## config.mk

```make
export PLATFORM = sky130hd
export DESIGN_NAME = fixed_latency_arbiter
export DESIGN_NICKNAME = d
export VERILOG_FILES = /design/src/rtl/fixed_latency_arbiter_pkg.sv /design/src/rtl/fixed_latency_arbiter_latency.sv /design/src/rtl/fixed_latency_arbiter.sv
export SDC_FILE = /design/constraint.sdc
export NUM_CORES = 1
export LEC_CHECK = 0
export BUFFER_PORTS_ARGS = -buffer_cell sky130_fd_sc_hd__buf_2
export CORE_MARGIN = 10
export CORE_UTILIZATION = 35
export DETAILED_ROUTE_END_ITERATION = 10
export PLACE_DENSITY_LB_ADDON = 0.12
export RECOVER_POWER = 100
export SYNTH_ARGS = -nofsm -noshare
export SYNTH_HDL_FRONTEND = slang
export SYNTH_SLANG_ARGS = --single-unit
```

## constraint.sdc

```tcl
create_clock -name clk -period 5.5 [get_ports clk]
set_input_delay 1.65 -clock clk [delete_from_list [all_inputs] [get_ports clk]]
set_output_delay 1.65 -clock clk [all_outputs]
set_load 0.01 [all_outputs]
```

## src/rtl/fixed_latency_arbiter_pkg.sv

```systemverilog
// Shared constants and helpers for the fixed-latency arbiter.
// Width functions and the round-robin search used by the grant logic.
package fixed_latency_arbiter_pkg;

    localparam int DEF_NUM_REQ = 4;
    localparam int RR_MAX      = 32;

    function automatic int id_width(input int n);
        return (n > 1) ? $clog2(n) : 1;
    endfunction

    localparam int ID_W = id_width(DEF_NUM_REQ);

    function automatic int cnt_width(input int max_out);
        return $clog2(max_out + 1);
    endfunction

    // First set bit of elig at or above ptr, wrapping; -1 when none.
    function automatic int rr_first(
        input logic [RR_MAX-1:0] elig,
        input int                n,
        input int                ptr
    );
        int idx;
        rr_first = -1;
        for (int k = n - 1; k >= 0; k--) begin
            idx = (ptr + k) % n;
            if (elig[idx[4:0]]) rr_first = idx;
        end
    endfunction

endpackage

```

## src/rtl/fixed_latency_arbiter_latency.sv

```systemverilog
// Fixed-length delay line, cleared by synchronous reset.
// Output equals the input LENGTH clock cycles earlier.
module latency #(
    parameter int WIDTH  = 1,
    parameter int LENGTH = 1
) (
    input  logic             clk,
    input  logic             reset,
    input  logic [WIDTH-1:0] in_data,
    output logic [WIDTH-1:0] out_data
);

    logic [WIDTH-1:0] stage [LENGTH];

    always_ff @(posedge clk) begin
        if (reset) begin
            for (int k = 0; k < LENGTH; k++) stage[k] <= '0;
        end else begin
            stage[0] <= in_data;
            for (int k = 1; k < LENGTH; k++) stage[k] <= stage[k-1];
        end
    end

    assign out_data = stage[LENGTH-1];

endmodule

```

## src/rtl/fixed_latency_arbiter.sv

```systemverilog
// Round-robin arbiter sharing one fixed-latency datapath.
// Requester IDs ride a tag delay line so results return to their owner.
module fixed_latency_arbiter
    import fixed_latency_arbiter_pkg::*;
#(
    parameter int NUM_REQ = 4,
    parameter int DATA_W  = 8,
    parameter int LATENCY = 5,
    parameter int MAX_OUT = 2
) (
    input  logic                      clk,
    input  logic                      reset,
    input  logic [NUM_REQ-1:0]        req_valid,
    input  logic [NUM_REQ*DATA_W-1:0] req_data,
    output logic [NUM_REQ-1:0]        req_ready,
    output logic                      pipe_in_valid,
    output logic [DATA_W-1:0]         pipe_in,
    input  logic [DATA_W-1:0]         pipe_out,
    output logic [NUM_REQ-1:0]        rsp_valid,
    output logic [DATA_W-1:0]         rsp_data,
    output logic                      busy
);

    localparam int IDW = id_width(NUM_REQ);
    localparam int CW  = cnt_width(MAX_OUT);
    localparam int TW  = 1 + IDW;

    logic [IDW-1:0]     ptr;
    logic [IDW-1:0]     tag;
    logic [IDW-1:0]     tag_out;
    logic               valid_out;
    logic [CW-1:0]      cnt [NUM_REQ];
    logic [NUM_REQ-1:0] elig;
    logic               accept;
    logic [IDW-1:0]     gnt;
    int                 found;

    // A response this cycle frees its credit in time for a new grant.
    always_comb begin
        for (int i = 0; i < NUM_REQ; i++) begin
            elig[i] = req_valid[i]
                   && ((cnt[i] < CW'(MAX_OUT)) || rsp_valid[i]);
        end
    end

    always_comb begin
        found  = rr_first(RR_MAX'(elig), NUM_REQ, int'(ptr));
        accept = !reset && (found >= 0);
        gnt    = found[IDW-1:0];
        req_ready = '0;
        if (accept) req_ready[gnt] = 1'b1;
    end

    always_ff @(posedge clk) begin
        if (reset) begin
            pipe_in_valid <= 1'b0;
            pipe_in       <= '0;
            tag           <= '0;
            ptr           <= '0;
        end else begin
            pipe_in_valid <= accept;
            if (accept) begin
                pipe_in <= req_data[gnt*DATA_W +: DATA_W];
                tag     <= gnt;
                ptr     <= (gnt == IDW'(NUM_REQ - 1))
                         ? '0 : gnt + IDW'(1);
            end
        end
    end

    latency #(
        .WIDTH  (TW),
        .LENGTH (LATENCY)
    ) u_tag_pipe (
        .clk      (clk),
        .reset    (reset),
        .in_data  ({pipe_in_valid, tag}),
        .out_data ({valid_out, tag_out})
    );

    always_comb begin
        rsp_valid = '0;
        if (valid_out) rsp_valid[tag_out] = 1'b1;
        rsp_data = pipe_out;
    end

    always_ff @(posedge clk) begin
        if (reset) begin
            for (int i = 0; i < NUM_REQ; i++) cnt[i] <= '0;
        end else begin
            for (int i = 0; i < NUM_REQ; i++) begin
                if (req_ready[i] && !rsp_valid[i])
                    cnt[i] <= cnt[i] + CW'(1);
                else if (!req_ready[i] && rsp_valid[i])
                    cnt[i] <= cnt[i] - CW'(1);
            end
        end
    end

    always_comb begin
        busy = pipe_in_valid;
        for (int i = 0; i < NUM_REQ; i++) begin
            if (cnt[i] != '0) busy = 1'b1;
        end
    end

endmodule

```

# Word level (Yosys, flattened, before mapping)
# Memory sizes are Yosys's and may differ from the RTL's.
# Index checks and enable logic that the tools add are counted.
word_totals:
  in_bits: 46
  out_inout_bits: 26
  wordCells: 151
  ramBits: 23
  memories: 2
  ff_bits: 13
mem_list:
  columns: ["name", "depth", "word_bits", "read_ports", "rd_clocked_by_memory_dff", "write_ports", "line", "source"]
  rows:
  - ["u_tag_pipe.stage", 5, 3, 5, 0, 5, "fixed_latency_arbiter_latency.sv:13", "logic [WIDTH-1:0] stage [LENGTH];"]
  - ["cnt", 4, 2, 4, 0, 4, "fixed_latency_arbiter.sv:32", "logic [CW-1:0] cnt [NUM_REQ];"]
op_classes:
  n_shift: 1
  n_reduce_logical: 35
  bitwise_logic: 16
  n_lt_le_gt_ge: 13
  add_sub_neg: 12
  eq_ne: 1
  muxes: 67
ops:
  columns: ["op", "count"]
  rows:
  - ["two-way mux 32 bit", 4]
  - ["two-way mux 1 bit", 41]
  - ["greater-or-equal comparator 32 x 1 -> 1 bit, second input constant", 1]
  - ["variable part select 32 x 6 -> 8 bit", 1]
  - ["less-than comparator 5 x 6 -> 1 bit, second input constant", 3]
  - ["two-way mux 2 bit", 9]
  - ["logical AND 1 bit", 15]
  - ["two-way mux 3 bit", 5]
  - ["bitwise OR 1 bit", 13]
  - ["adder 2 x 1 -> 2 bit, second input constant", 6]
  - ["binary-select mux 1 bit (select 3 bit)", 3]
  - ["zero test 1 bit", 9]
  - ["less-than comparator 2 bit, second input constant", 4]
  - ["two-way mux 4 bit", 2]
  - ["nonzero test 2 bit", 4]
  - ["subtractor 2 x 1 -> 2 bit, second input constant", 4]
  - ["less-than comparator 2 x 3 -> 1 bit, second input constant", 2]
  - ["less-than comparator 2 x 6 -> 1 bit, second input constant", 1]
  - ["OR reduction 2 bit", 3]
  - ["adder 2 bit, second input constant", 2]
  - ["demux 1 bit (select 2 bit)", 2]
  - ["greater-or-equal comparator 2 x 1 -> 1 bit, second input constant", 2]
  - ["logical OR 1 bit", 4]
  - ["bitwise AND 1 bit, first input constant", 3]
  - ["other kinds (2)", 2]

# Logic depth before layout (Yosys ltp)
logic_depth:
  ltp_word: 25
  mapped_depth: 12
  depth_no_buf: 10

# By module
# From an unflattened synthesis, not the netlist that was laid out.
unflattened:
  hier_cells: 192
  area_unflattened_um2: 1930.6
modules_own_cells:
  columns: ["module", "n_inst", "seq_area_each_um2", "cells_per_inst", "area_per_inst_um2"]
  rows:
  - ["fixed_latency_arbiter", 1, 500.5, 158, 1475.2]
  - ["latency", 1, 300.3, 34, 455.4]

# Worst setup path after synthesis
# OpenSTA, ideal clock, no wires.
synth_timing:
  kind: "input to output"
  start: "input req_valid[3]"
  end: "output req_ready[2]"
  t_required_ns: 3.850
  cell_stages: 6
  t_arrival_ns: 2.844
  n_path_buf: 0
  slack_ns: 1.006
  cell_sequence: "a21boi_0 nor3_1 nor4_4 inv_1 ha_1 and2_1"
synth_rtl:
  columns: ["element", "line", "source"]
  rows:
  - ["from (decl)", "fixed_latency_arbiter.sv:13", "input logic [NUM_REQ-1:0] req_valid,"]
  - ["to (decl)", "fixed_latency_arbiter.sv:15", "output logic [NUM_REQ-1:0] req_ready,"]

==> results.toml <==
[synth]
syn_inst = 187
synth_cell_types = 45
yosys_warnings = 0
synth_nets = 238
dominantRegCellSynth = "dfxtp_1"
synth_edf_count = 8
ys_seq_elements = 36
synthArstFlopShare_pct = 0
avgSynthCellArea_um2 = 10.30
synthesis.area_um2 = 1926
seq_area_frac_synth_pct = 41.59

[setup_path]
endpoint_kind = "output port"
cp_max_fo = 7
path_class = "input pin to output port"
r2r_start = "u_tag_pipe.stage[0][12]"
ff2ff_path_depth = 9
cp-startpoint = "req_valid[3]"
cp_cell_sequence = "buf_2, a21boi_0, nor3_1, nor4_4, ha_1, and2_1, clkbuf_1"
arrival_ns = 3.23
required_ns = 3.85
cp_slowest_cell = "nor4_4"
slowest_delay_ns = 0.42
reg2reg_slack_ns = 2.84
regToRegEndpoint = "cnt[0][0]"
startpoint_type = "input pin"

[floorplanning]
start_util_pct = 37.00
ios = 72
die_h_um = 94.18
rows = 26
coreArea_um2 = 5205
die_w_um = 94.18
dieArea_um2 = 8869

[worst_hold_path]
hold_path.class = "flip-flop to flip-flop"
hold_path_end = "u_tag_pipe.stage[0][10]"
worstHoldStart = "u_tag_pipe.stage[0][7]"
whs_path_depth = 1

[clock_network]
cts_setup_buffers = 0
numCtsBuffers = 5
cts_tree = "yes"
cts_resized = 0
cts.clk_slew.worst_paths_ns = 0.07
cts_hold_buf = 0
clk_latency_ns = 0.28
cts_sinks = 36
cts_root_buf = "clkbuf_8"
clock_path_buffers = 2
htree_num_levels = 2

[power]
p_sw_share_pct = 36.74
leakage_uw = 0.0009801
switchingPower_uw = 361.2
power_uw = 983.3
pwr-share-seq_pct = 39.8
p_clk_share_pct = 17.7
power_frac_comb_pct = 42.5
ir_worst_vdd_mv = 0.1886
intPower_uw = 622.0
p_per_area_nw_per_um2 = 444.2

[cells_and_area]
area_growth_pct = 14.94
n_fill_cell = 538
mostFrequentLayoutCell = "buf_2"
final_nets = 286
final_cell_mix = "buf_2 (39), dfxtp_1 (28), mux2i_1 (20), clkbuf_1 (17), nor2b_1 (16)"
final_cells = 305
drive_above_1_share_pct = 27.23
diodes = 0

[grt]
grt_pass1_vias = 1475
globalRouteOverflowTotal = 0
grt_pass1_wl_um = 7038
grt_max_degree = 32
antenna_found_initial = 0
grt_usage_pct = 9.917

[routing]
drc = 0
ant_nets = 0
routedWlPerCell_um = 13.98
vias_per_cell = 4.705
wl_um = 4265
drtIter0Drc = 26
dr.pass1.iters = 4
vias = 1435

[sta]
drv_slew = 0
fmax_mhz = 204.9
setup_tns_ns = 0
fin_skew_ns = 0.001273
rsz0062_at_grt = "false"
slew_headroom_pct = 61.12
tightest_slew_ns = 0.5811
min_period_ns = 4.881
hold_viol_final = 0
final_min_period_over_clock_period_pct = 88.74
setup_viol = 0

[outcome]
status = "complete, no violations"

[placed_design]
port_buffers = 55
gp_congestion = 0.7393
place.detailed.hpwl_um = 3375
placed_cells = 298

[job]
drv_cap = 0
## logic make-up (layout without fill, tap and decap cells)
| group | Yosys count | in the layout | share of synthesized area (%) |
|---|---|---|---|
| multiplexers | 22 | 22 | 11.76 |
| XOR/XNOR | 4 | 4 | 1.820 |
| AND/OR/NAND/NOR | 65 | 65 | 19.17 |
| AO/OA/AOI/OAI | 27 | 27 | 13.45 |
| adder cells (fa/ha/maj) | 5 | 5 | 3.249 |
| flip-flops | 36 | 36 | 41.59 |
| buffers and inverters | 28 | 76 | 8.966 |
## metal layers
| layer | vias to the layer above | GRT usage (%) | part of all wire (%) |
|---|---|---|---|
| li1 | 749 | - | - |
| met1 | 642 | 11.32 | 45 |
| met2 | 37 | 16.08 | 47 |
| met3 | 7 | 3.677 | 6.7 |
| met4 | 0 | 4.430 | 1.5 |
| met5 | - | 0 | 0 |
## how the worst max path moves through the flow
stage and endpoint:
2_1_floorplan req_ready[2], 3_3_place_gp req_ready[2], 3_5_place_dp req_ready[0], 4_1_cts req_ready[0], 5_1_grt req_ready[0], 6_report req_ready[3]
## sequential cells by signal (all words and copies together) (netlist names)
name	cells
pipe_in	8
pipe_in_valid	1
ptr	2
cnt	8
u_tag_pipe.stage	15
tag	2
## power groups by stage
stage | clock (µW) | combinational [µW] | sequential, µW
final | 174 | 418 | 392
after global routing | 190 | 472 | 403
after floorplan | 0 | 347 | 402
after global placement | 0 | 446 | 397
after CTS | 180 | 451 | 391
after detailed placement | 0 | 449 | 395
## worst max-delay path: cells and delay by family
family	cells	cell delay [ns]
buf+inv	2	0.25
fa+ha+maj	1	0.31
simple gates	3	0.69
compound gates	1	0.32
## cells in the mapped netlist (2+ instances only)
cell / instances / area [µm²]
dfxtp_1: 28 / 560.5
mux2i_1: 20 / 200.2
nor2b_1: 16 / 100.1
nand2_1: 12 / 45.04
nor2_1: 10 / 37.54
buf_4: 9 / 67.56
inv_1: 9 / 33.78
edfxtp_1: 8 / 240.2
o221ai_2: 8 / 120.1
a21oi_1: 6 / 30.03
nor3_1: 6 / 30.03
ha_1: 5 / 62.56
and2_1: 4 / 25.02
clkbuf_1: 3 / 11.26
or3_1: 3 / 18.77
xor2_1: 3 / 26.28
a21boi_2: 2 / 22.52
and3_1: 2 / 12.51
buf_6: 2 / 22.52
inv_2: 2 / 7.510
nand2b_1: 2 / 12.51
nand3b_1: 2 / 15.01
o21ai_0: 2 / 10.01
o21ai_2: 2 / 17.52
## area by class of cell
class,instances,area (µm²),share of cell area [%]
timing repair buffer,57,270.3,12.21
sequential,36,800.8,36.18
inverter,12,46.29,2.092
clock buffer,6,72.57,3.279
clock inverter,1,5.005,0.2261
multi-input combinational,123,930.9,42.06
tap,70,87.58,3.957
## per-stage QoR
stage	instance area [µm²]	setup WS [ns]	util (%)	hold slack, ns
finish	2213	0.6191	42.52	0.4339
global route	2213	0.4094	42.52	0.4599
CTS	2258	0.5705	43.39	0.4364
detailed placement	2181	0.5815	41.90	0.4204
global placement	2181	0.6345	41.90	0.4192
floorplan	1926	1.006	-	0.4138
Power figures use the tool's default switching activity.
